`config.mk`:
```
export PLATFORM = sky130hd
export DESIGN_NAME = parity_serializer
export DESIGN_NICKNAME = d
export VERILOG_FILES = /design/src/rtl/parity_serializer.sv
export SDC_FILE = /design/constraint.sdc
export NUM_CORES = 1
export LEC_CHECK = 0
export ABC_AREA = 1
export BUFFER_PORTS_ARGS = -buffer_cell sky130_fd_sc_hd__buf_2
export CAP_MARGIN = 20
export CORE_MARGIN = 3
export CORE_UTILIZATION = 45
export CTS_BUF_LIST = sky130_fd_sc_hd__clkbuf_8
export DETAILED_ROUTE_END_ITERATION = 10
export GPL_TIMING_DRIVEN = 1
export PLACE_DENSITY_LB_ADDON = 0.12
export REMOVE_ABC_BUFFERS = 1
export SLEW_MARGIN = 20
export SYNTH_ARGS = -nofsm -noshare
export SYNTH_HDL_FRONTEND = slang
export SYNTH_SLANG_ARGS = --single-unit
```
`constraint.sdc`:
```
create_clock -name clk -period 1.92 [get_ports clk]
set_clock_uncertainty 0.05 [all_clocks]
set_input_delay 0.096 -clock clk [delete_from_list [all_inputs] [get_ports clk]]
set_output_delay 0.096 -clock clk [all_outputs]
set_load 0.05 [all_outputs]
```
`src/rtl/parity_serializer.sv`:
```
// parity_serializer: LSB-first serializer that appends one parity bit per word.
// Optional macro PARITY_SERIALIZER_ERR_INJ_EN adds err_inj to invert one word's parity bit.
module parity_serializer #(
    parameter int WIDTH = 8,
    parameter int ODD   = 0
) (
    input  logic             clk,
    input  logic             rst,
    input  logic [WIDTH-1:0] data,
    input  logic             valid,
`ifdef PARITY_SERIALIZER_ERR_INJ_EN
    input  logic             err_inj,
`endif
    output logic             ready,
    output logic             tx,
    output logic             tx_valid,
    output logic             tx_last
);
    localparam int CW = $clog2(WIDTH + 1);

    typedef enum logic [1:0] {IDLE, DATA, PARITY} state_t;

    state_t          state_q, state_d;
    logic [WIDTH-1:0] shift_q, shift_d;
    logic [CW-1:0]   cnt_q, cnt_d;
    logic            par_q, par_d;
    logic            par_out;
    logic            xfer;

    assign xfer = valid && ready;

`ifdef PARITY_SERIALIZER_ERR_INJ_EN
    logic inj_q, inj_d;
    assign inj_d   = xfer ? err_inj : inj_q;
    assign par_out = par_q ^ inj_q;
    always_ff @(posedge clk or posedge rst) begin
        if (rst) inj_q <= 1'b0;
        else     inj_q <= inj_d;
    end
`else
    assign par_out = par_q;
`endif

    // Outputs come only from registered state so data/valid never reach them.
    always_comb begin
        ready    = state_q != DATA;
        tx_valid = state_q != IDLE;
        tx_last  = state_q == PARITY;
        tx       = state_q == DATA ? shift_q[0] : state_q == PARITY ? par_out : 1'b0;
    end

    always_comb begin
        state_d = state_q;
        shift_d = shift_q;
        cnt_d   = cnt_q;
        par_d   = par_q;
        if (xfer) begin
            state_d = DATA;
            shift_d = data;
            cnt_d   = '0;
            par_d   = (ODD != 0);
        end else if (state_q == DATA) begin
            shift_d = shift_q >> 1;
            cnt_d   = cnt_q + 1'b1;
            par_d   = par_q ^ shift_q[0];
            state_d = cnt_q == CW'(WIDTH - 1) ? PARITY : DATA;
        end else if (state_q == PARITY) begin
            state_d = IDLE;
        end
    end

    always_ff @(posedge clk or posedge rst) begin
        if (rst) begin
            state_q <= IDLE;
            shift_q <= '0;
            cnt_q   <= '0;
            par_q   <= 1'b0;
        end else begin
            state_q <= state_d;
            shift_q <= shift_d;
            cnt_q   <= cnt_d;
            par_q   <= par_d;
        end
    end
endmodule

```
* Word level (Yosys, flattened, before mapping)
Cells that the tools add are included.
** Storage, ports and cells
- Register bits :: 15
- Bits of input ports :: 11
- Output and inout port bits :: 4
- Logic and storage cells :: 26
** Operators by class
- Add/subtract/negate cells :: 1
- Eq/ne operators :: 4
- Multiplexer cells :: 12
- Bitwise operators :: 1
- Reduce and logical (&&, ||, !) cells :: 4
** Operator list (count)
- 8-bit 2-to-1 mux :: 2
- 2-bit 2-to-1 mux :: 4
- 4-bit 2-to-1 mux :: 2
- 4-bit by 1-bit adder with 4-bit output, second input constant :: 1
- 4-bit by 3-bit == test with 1-bit output, second input constant :: 1
- 1-bit 2-to-1 mux :: 4
- 2-bit nonzero test :: 2
- 3-bit nonzero test :: 1
- 2-bit by 1-bit == test with 1-bit output, second input constant :: 1
- 2-bit == test, second input constant :: 1
- 2-bit by 1-bit inequality test with 1-bit output, second input constant :: 1
- 1-bit logical AND :: 1
- 1-bit XOR :: 1

* Longest topological paths before layout
- Depth after elaboration :: 4
- Gate-level depth with buffers :: 6
- Depth with buffers taken out :: 6

* Worst setup path after synthesis
OpenSTA, ideal clock, no wires.
- Path type :: reg2out
- Start :: register state_q[0]
- End :: output port tx
- Data arrival time :: 1.645 ns
- Required time :: 1.774 ns
- Setup slack :: 0.129 ns
- Cell stages (with the launch flop) :: 4
- Buffers on the path :: 0
- Cells stage by stage :: dfrtp_1 > inv_2 > nand2_1 > o21ai_0
** Between the ends
- Word-level cells in the longest chain between the ends :: 3
- Elaborated cells between the ends (all ways) :: 4
- Those cells by class :: eq/ne: 2; mux: 2
** Ends and longest elaborated chain
- start, declared :: RTL line 23 : state_t state_q, state_d;
- start signal, assigned :: RTL line 79 : state_q <= state_d;
- 2-bit == test :: RTL line 49 : tx = state_q == DATA ? shift_q[0] : state_q == PARITY ? par_out : 1'b0;
- 1-bit 2-to-1 mux :: RTL line 49
- 1-bit 2-to-1 mux * :: RTL line 49
- end, declared :: RTL line 15 : output logic tx,
Mark *: on every way between the ends. The rest lies on a longest branch, timed or not.

* Worst setup path in the final report
Same ends and word-level chain as after synthesis.

==> flow_summary.ini <==
[run_status]
outcome = complete, no violations

[logic_synthesis]
synth_most_common_cell = nand2_1
async_reset_ff_share_pct = 100
synth_top_cell_area_share_pct = 50.6
ys_ff_latch = 15
netlist_area_sq_um = 742
yosysSeqAreaShare_pct = 50.6
synth-warning-count = 0
synthTopCellsByCount = nand2_1, nand3_1, dfrtp_1
ys.flop_type = dfrtp_1
syn_area_per_cell_sq_um = 7.89
synth.distinct_cells = 15
synth_edf_count = 0
synth_area_leaders = dfrtp_1, nand2_1, nand3_1
synth_area_leader_cell = dfrtp_1
synthCells = 94

[worst_setup_path]
cp-end-kind = primary output
r2r_setup_slack_ns = 0.67
r2r_cells = 5
max_stage_delay_ns = 0.42
reg2reg_from = state_q[0]$_DFFE_PP0P_
slowest_stage = dfrtp_1
cp_cell_sequence = inv_2 -> nor2_4 -> nand2_1 -> o21ai_0 -> buf_2
cp.required_ns = 1.77
crit_path_start = state_q[0]$_DFFE_PP0P_
worstSetupPathType = reg -> out
start_kind = flop
worstPathMaxFanout = 15
arrival_ns = 1.49
r2r-end = shift_q[0]$_DFFE_PP0P_

[floorplanning]
ios = 15
die-area_sq_mm = 0.00217
die_width_um = 46.6
coreArea_sq_mm = 0.00152
rows = 14
die_h_um = 46.6
initial_utilization_pct = 48.7

[drt]
wl_per_cell_um = 11.4
dr.first_iter.drc_count = 6
firstDrtPassIters = 6
drc = 0
ant_nets = 0
viasPerCell = 4.96
num_vias = 635
wirelength_um = 1460

[global_routing]
grt_max_degree = 16
gr-total-overflow = 0
grt_pass1_wl_um = 2500
antenna_found_initial = 0
grt_pass1_vias = 585
track_usage_pct = 16.7

[sta]
fmax_ghz = 0.613
maxSlewViolCount = 0
finalHoldViolCount = 0
final.min_clock_period_ns = 1.63
period_share_pct = 85.0
rsz0062_at_grt = false
setup-tns-final_ns = 0
hold_slack_ns = 0.00487
setup_viol = 0
tightest_slew_ns = 0.575
relSlewSlack_pct = 61.6

[hold_path]
worstHoldStart = data[3]
hold_path_depth = 3
hp-class = in -> reg
min_to = shift_q[3]$_DFFE_PP0P_

[cts]
cts_root_buffer = clkbuf_8
cts_buffers = 3
worstSkewPairLatency_ns = 0.25
cts_max_path_buffers = 2
clock-sinks = 15
cts_tree = built
cts_resized = 0
htreeDepth = 1
clk_pin_slew_ns = 0.06

[placement]
io_buffer_count = 14
gp_congestion = 0.780
place_hpwl_um = 1040

[layout]
drive_above_1_share_pct = 19.6
n_antenna_cell = 0
final_nets = 125
syn_to_final_growth_pct = 18.7

[power_and_ir_drop]
clockPowerShare_pct = 16.3
p_comb_share_pct = 49.0
seqPwrFrac_pct = 34.7
switching_power_mw = 0.754
ir_drop_uv = 1010
p_per_area_mw_per_mm2 = 1780
leakagePower_nw = 0.492
internal_power_mw = 0.816
swShare_pct = 48.0

[run]
maxCapViolations = 0
==> cells by family after synthesis <==
logic type	Yosys count	share of synthesized area (%)
DFF	15	50.6
adders and majority gates	1	1.69
AOI/OAI and AO/OA	6	4.05
buffers and inverters	14	9.27
and+or+nand+nor	58	34.4
==> worst max path at each step <==
stage | end
after floorplan | tx
after global placement | tx
after detailed placement | tx
after CTS | tx
after global routing | tx
final | tx
==> critical path: cells and delay by family (launching register included) <==
family | cells | cell delay, ns
compound gates | 1 | 0.08
buf+inv | 2 | 0.36
flops | 1 | 0.42
simple gates | 2 | 0.38
==> layer usage <==
metal  global-route usage [%]  vias to the layer above  part of all wire, %
li1                         -                      331                    -
met1                     22.3                      288                   48
met2                     25.8                       14                   46
met3                     3.52                        2                  4.4
met4                     6.82                        0                 0.68
met5                        0                        -                    0
==> area by class of cell <==
cell class	count	area (sq um)
inverter	11	41.3
fill	144	643
multi-input combinational	65	298
timing repair buffer	17	100
clock inverter	1	5.00
sequential	15	375
clock buffer	3	41.3
tap	16	20.0
==> repair_timing <==
| item | in CTS | in global routing |
|---|---|---|
| hold buffers | 3 | 0 |
| endpoints found under the hold margin | 17 | 0 |
| setup buffers | 0 | 0 |
==> through the flow <==
stage | util (%) | setup WS (ns) | cell area, sq um | std cells | power [mW]
2_1_floorplan | - | 0.129 | 714 | 91 | 1.14
3_3_place_gp | 52.8 | 0.577 | 805 | 121 | 1.30
3_5_place_dp | 52.8 | 0.538 | 805 | 121 | 1.32
4_1_cts | 57.8 | 0.266 | 881 | 128 | 1.59
5_1_grt | 57.8 | 0.150 | 881 | 128 | 1.74
6_report | 57.8 | 0.288 | 881 | 128 | 1.57
==> cells in the final DEF (no fill, tap or decap) <==
cell	count
nand3_1	18
dlygate4sd3_1	3
nor2_1	4
dfrtp_1	15
nor2_4	1
clkinv_2	1
nand2_1	32
inv_1	10
a21oi_1	1
nand2_2	1
buf_2	14
clkbuf_8	3
inv_2	1
o21ai_0	5
nor2_2	1
ha_1	1
nand4_1	1
==> registers in the layout, indices dropped and copies added (netlist names) <==
| register | count |
|---|---|
| cnt_q | 4 |
| shift_q | 8 |
| par_out | 1 |
| state_q | 2 |
==> power by group through the flow <==
stage / sequential (mW) / combinational, mW / clock [mW]
floorplan: 0.529 / 0.613 / 0
global placement: 0.544 / 0.758 / 0
detailed placement: 0.550 / 0.774 / 0
CTS: 0.544 / 0.782 / 0.265
global route: 0.565 / 0.898 / 0.276
finish: 0.545 / 0.770 / 0.255
Power figures use the tool's default switching activity.
